### src/rtl/up_down_bcd_counter_if.sv
// Bus bundle for one up_down_bcd_counter stage: load/count controls in, count and cascade strobes out.
// The controlling side (stimulus or the previous stage) uses master; the counter uses slave.
interface up_down_bcd_counter_if;
    logic       LOAD;
    logic [3:0] D;
    logic       UP;
    logic       DN;
    logic [3:0] Q;
    logic       CO;
    logic       BO;

    modport master (
        output LOAD, D, UP, DN,
        input  Q, CO, BO
    );

    modport slave (
        input  LOAD, D, UP, DN,
        output Q, CO, BO
    );
endinterface

### src/rtl/up_down_bcd_counter.sv
// Cascadable modulo-N up/down counter in the style of a 74LS192, retimed to one clock.
// CO/BO are combinational so a chain of stages all advance on the same edge.
module up_down_bcd_counter #(
    parameter int Delay   = 0,
    parameter int MODULUS = 10
) (
    input  logic                  CLK,
    input  logic                  CLR,
    up_down_bcd_counter_if.slave  bus
);
    localparam logic [3:0] LP_MAX = 4'(MODULUS - 1);
    localparam logic [4:0] LP_MOD = 5'(MODULUS);

    logic [3:0] r_cnt;
    logic [3:0] w_cnt_next;
    logic       w_up_only;
    logic       w_dn_only;
    logic       w_at_max;
    logic       w_at_zero;
    logic       w_count_ok;

    // Delay only matters to timing-annotated models; synthesized outputs carry no delay.
    if (Delay < 0 || MODULUS < 2 || MODULUS > 16) begin : g_param_out_of_range
    end

    assign w_up_only  = bus.UP & ~bus.DN;
    assign w_dn_only  = bus.DN & ~bus.UP;
    assign w_at_max   = (r_cnt == LP_MAX);
    assign w_at_zero  = (r_cnt == 4'd0);
    assign w_count_ok = ~bus.LOAD & ~CLR;

    // Out-of-range load values clamp to the top count so the state never leaves 0..MODULUS-1.
    always_comb begin
        w_cnt_next = r_cnt;
        if (bus.LOAD) begin
            w_cnt_next = ({1'b0, bus.D} < LP_MOD) ? bus.D : LP_MAX;
        end else if (w_up_only) begin
            w_cnt_next = w_at_max ? 4'd0 : r_cnt + 4'd1;
        end else if (w_dn_only) begin
            w_cnt_next = w_at_zero ? LP_MAX : r_cnt - 4'd1;
        end
    end

    always_ff @(posedge CLK or posedge CLR) begin
        if (CLR) begin
            r_cnt <= 4'd0;
        end else begin
            r_cnt <= w_cnt_next;
        end
    end

    assign bus.Q  = r_cnt;
    assign bus.CO = w_up_only & w_count_ok & w_at_max;
    assign bus.BO = w_dn_only & w_count_ok & w_at_zero;
endmodule
### src/flat_wrapper.sv
// flat-port wrapper written by rule: the top's interface ports become plain ports
module up_down_bcd_counter_flat 
#(
    parameter int Delay   = 0,
    parameter int MODULUS = 10
)
  (CLK, CLR, bus_LOAD, bus_D, bus_UP, bus_DN, bus_Q, bus_CO, bus_BO);
  up_down_bcd_counter_if bus_i ();
  input  logic CLK;
  input  logic CLR;
  input wire logic [$bits(bus_i.LOAD)-1:0] bus_LOAD;
  input wire logic [$bits(bus_i.D)-1:0] bus_D;
  input wire logic [$bits(bus_i.UP)-1:0] bus_UP;
  input wire logic [$bits(bus_i.DN)-1:0] bus_DN;
  output wire logic [$bits(bus_i.Q)-1:0] bus_Q;
  output wire logic [$bits(bus_i.CO)-1:0] bus_CO;
  output wire logic [$bits(bus_i.BO)-1:0] bus_BO;
  assign bus_i.LOAD = bus_LOAD;
  assign bus_i.D = bus_D;
  assign bus_i.UP = bus_UP;
  assign bus_i.DN = bus_DN;
  assign bus_Q = bus_i.Q;
  assign bus_CO = bus_i.CO;
  assign bus_BO = bus_i.BO;
  up_down_bcd_counter #(.Delay(Delay), .MODULUS(MODULUS)) u_core (.CLK(CLK), .CLR(CLR), .bus(bus_i));
endmodule
### config.mk
export PLATFORM = sky130hd
export DESIGN_NAME = up_down_bcd_counter_flat
export DESIGN_NICKNAME = d
export VERILOG_FILES = /design/src/rtl/up_down_bcd_counter_if.sv /design/src/rtl/up_down_bcd_counter.sv /design/src/flat_wrapper.sv
export SDC_FILE = /design/constraint.sdc
export NUM_CORES = 1
export LEC_CHECK = 0
export ABC_AREA = 1
export BUFFER_PORTS_ARGS = -buffer_cell sky130_fd_sc_hd__buf_2
export CELL_PAD_IN_SITES_DETAIL_PLACEMENT = 1
export CELL_PAD_IN_SITES_GLOBAL_PLACEMENT = 1
export CORE_UTILIZATION = 29
export CTS_CLUSTER_SIZE = 14
export DETAILED_ROUTE_END_ITERATION = 10
export PLACE_DENSITY = 0.81
export SLEW_MARGIN = 20
export SYNTH_ARGS = -nofsm -noshare
export SYNTH_HDL_FRONTEND = slang
export SYNTH_SLANG_ARGS = --single-unit
### constraint.sdc
create_clock -name CLK -period 1.4 [get_ports CLK]
set_input_delay 0.07 -clock CLK [delete_from_list [all_inputs] [get_ports CLK]]
set_output_delay 0.07 -clock CLK [all_outputs]
set_load 0.03 [all_outputs]
==> results.cfg <==
[outcome]
outcome = finished, final reports clean

[cts]
cts_root_buffer = clkbuf_4
htree_levels = 1
clock-sinks = 4
insertion_delay_ps = 230
cts_tree = done
cts_buffers = 3
clockBufferDepth = 2
clkTransAtPathRegs_ps = 40

[sta]
finalCritPeriodShare_pct = 96.39
finalSetupViolCount = 0
worst_slack_ps = 50.48
finalSetupTns_ps = 0
fmax_mhz = 741.0
finalHoldViolCount = 0
finalMaxSlewViolations = 0
worstMarginPinSlew_ps = 194.8
skew_ps = 4.881
fin_crit_ps = 1350
maxSlewHeadroom_pct = 86.97

[yosys]
synth.distinct_cells = 15
synth.avg_cell_area_um2 = 5.499
synth_seq_area_share_pct = 23.95
ys_ff_latch = 4
syn_area_um2 = 417.9
ys_warn_count = 0
syn_nets = 85
synthCells = 76

[floorplanning]
start_util_pct = 31.72
rows = 13
io-pin-count = 15
die_y_um = 39.96
die_x_um = 39.96
dieArea_um2 = 1597
core-area_um2 = 1318

[cells_and_area]
num-fill-cells = 195
layout-drive-gt1-share_pct = 36.73
layout_common_cells = nand2_1, buf_2, inv_1, nand3_1, buf_4
largest_register_ffs = 4
multi_input_area_um2 = 294.0
nets = 109
seq_area_um2 = 105.1
area_delta_synth_final_pct = 43.71
final_common_cell = nand2_1
stdcell_count = 113
diodes = 0

[detailed_routing]
drt-initial-drc-count = 8
vias_per_cell = 4.726
drc = 0
wl_per_cell_um = 11.73
first_pass_iters = 2
wl_mm = 1.325
via_count = 534
antenna_left = 0

[power_and_ir_drop]
irDropWorstVdd_mv = 0.8533
p_leak_nw = 0.3525
power_density_nw_per_um2 = 1084

[place]
placed_cells = 106
pre_cts_ws_ps = 183.4
io_buffers = 14
dp_hpwl_um = 974.2
gp_congestion = 0.7471

[worst_setup_path]
crit_fanout = 7
critical_path_required_ps = 1330
slowest_delay_ps = 470
start_kind = register
path_class = register to output port
cp_top_family = flip-flops
crit_chain = inv_2 > nand3_1 > nor4_2 > buf_4
cp_slowest_cell = dfrtp_2
end_kind = output port
arrival_ps = 1280
path_buf_inv = 2

[global_routing]
grt_max_degree = 9
grt_pass1_vias = 459
track_usage_pct = 18.61
overflow = 0
grt_first_pass_wirelength_mm = 1.959
antenna_found_initial = 0

[min_path]
hold_class = input port to register

[run]
max_cap_violations = 0
-- worst register-to-register path: stages, from the launching register on --
cell	delay, ps
dfrtp_2	460
buf_4	170
nand2_2	70
nand2_1	60
nand2_1	50
nand2_1	50
nand3_1	80
nand2_1	50
nand2_1	80
nand2_1	60
-- cells in the mapped netlist (all sizes together) --
master / number / area share [%]
nor3: 1 / 1.2
nor4: 1 / 1.5
nand3: 9 / 14
nor2: 6 / 5.4
dfrtp: 4 / 24
nand2: 37 / 35
o21ai: 3 / 3.6
nand4: 1 / 1.5
a22oi: 1 / 1.8
or2: 1 / 1.5
inv: 12 / 11
-- repair_timing --
action	4_1_cts	5_1_grt
setup buffers	0	3
hold buffers	1	0
gates resized for setup	5	5
pin swaps	0	0
hold endpoints to repair	4	0
setup endpoints to repair	2	2
-- path summary, 6_finish.rpt --
| path | start | depth (start not counted) | endpoint | slack, ps |
|---|---|---|---|---|
| min in group asynchronous | CLR | 3 | u_core.bus.Q[1]$_DFFE_PP0P_ | 300 |
| max | u_core.bus.Q[1]$_DFFE_PP0P_ | 4 | bus_CO | 50 |
| max reg2reg | u_core.bus.Q[0]$_DFFE_PP0P_ | 9 | u_core.bus.Q[1]$_DFFE_PP0P_ | 170 |
| min | bus_D[3] | 5 | u_core.bus.Q[3]$_DFFE_PP0P_ | 180 |
| min reg2reg | u_core.bus.Q[3]$_DFFE_PP0P_ | 2 | u_core.bus.Q[3]$_DFFE_PP0P_ | 630 |
| max in group asynchronous | CLR | 3 | u_core.bus.Q[2]$_DFFE_PP0P_ | 900 |
-- power breakdown --
group | internal, W | total [W] | switching [W]
clock | 0.0000956 | 0.000140 | 0.0000440
combinational | 0.000116 | 0.000314 | 0.000197
sequential | 0.000142 | 0.000198 | 0.0000560
-- through the flow --
step                util [%]  cell area, um^2  hold WS [ps]  power [W]
global placement       39.89            525.5        -28.92  0.0004603
floorplan                  -            429.2        -155.6  0.0003809
detailed placement     39.89            525.5        -24.88  0.0004665
global route           45.58            600.6         233.8  0.0007127
finish                 45.58            600.6         178.5  0.0006509
CTS                    43.02            566.8         178.9  0.0006204
-- layout make-up --
cell class	count	area share, %
multi-input combinational	60	48.96
tap	15	3.125
clock buffer	3	3.750
sequential	4	17.50
inverter	12	7.500
timing repair buffer	19	19.17
-- logic make-up (layout without fill, tap and decap cells) --
family / count (synthesis) / in the layout / share of synthesized area [%]
AO/OA/AOI/OAI: 4 / 4 / 5.389
buffers and inverters: 12 / 34 / 10.78
flip-flops: 4 / 4 / 23.95
AND/OR/NAND/NOR: 56 / 56 / 59.88
-- layer usage --
layer | up-vias | share of wire, % | global-route usage [%] | routed length [um]
li1 | 281 | - | - | -
met1 | 239 | 48 | 25.59 | 638
met2 | 12 | 48 | 28.23 | 631
met3 | 2 | 3.5 | 5.000 | 46
met4 | 0 | 0.68 | 5.172 | 9
met5 | - | 0 | 0 | 0
No activity file was read; power rests on OpenSTA's default activity.
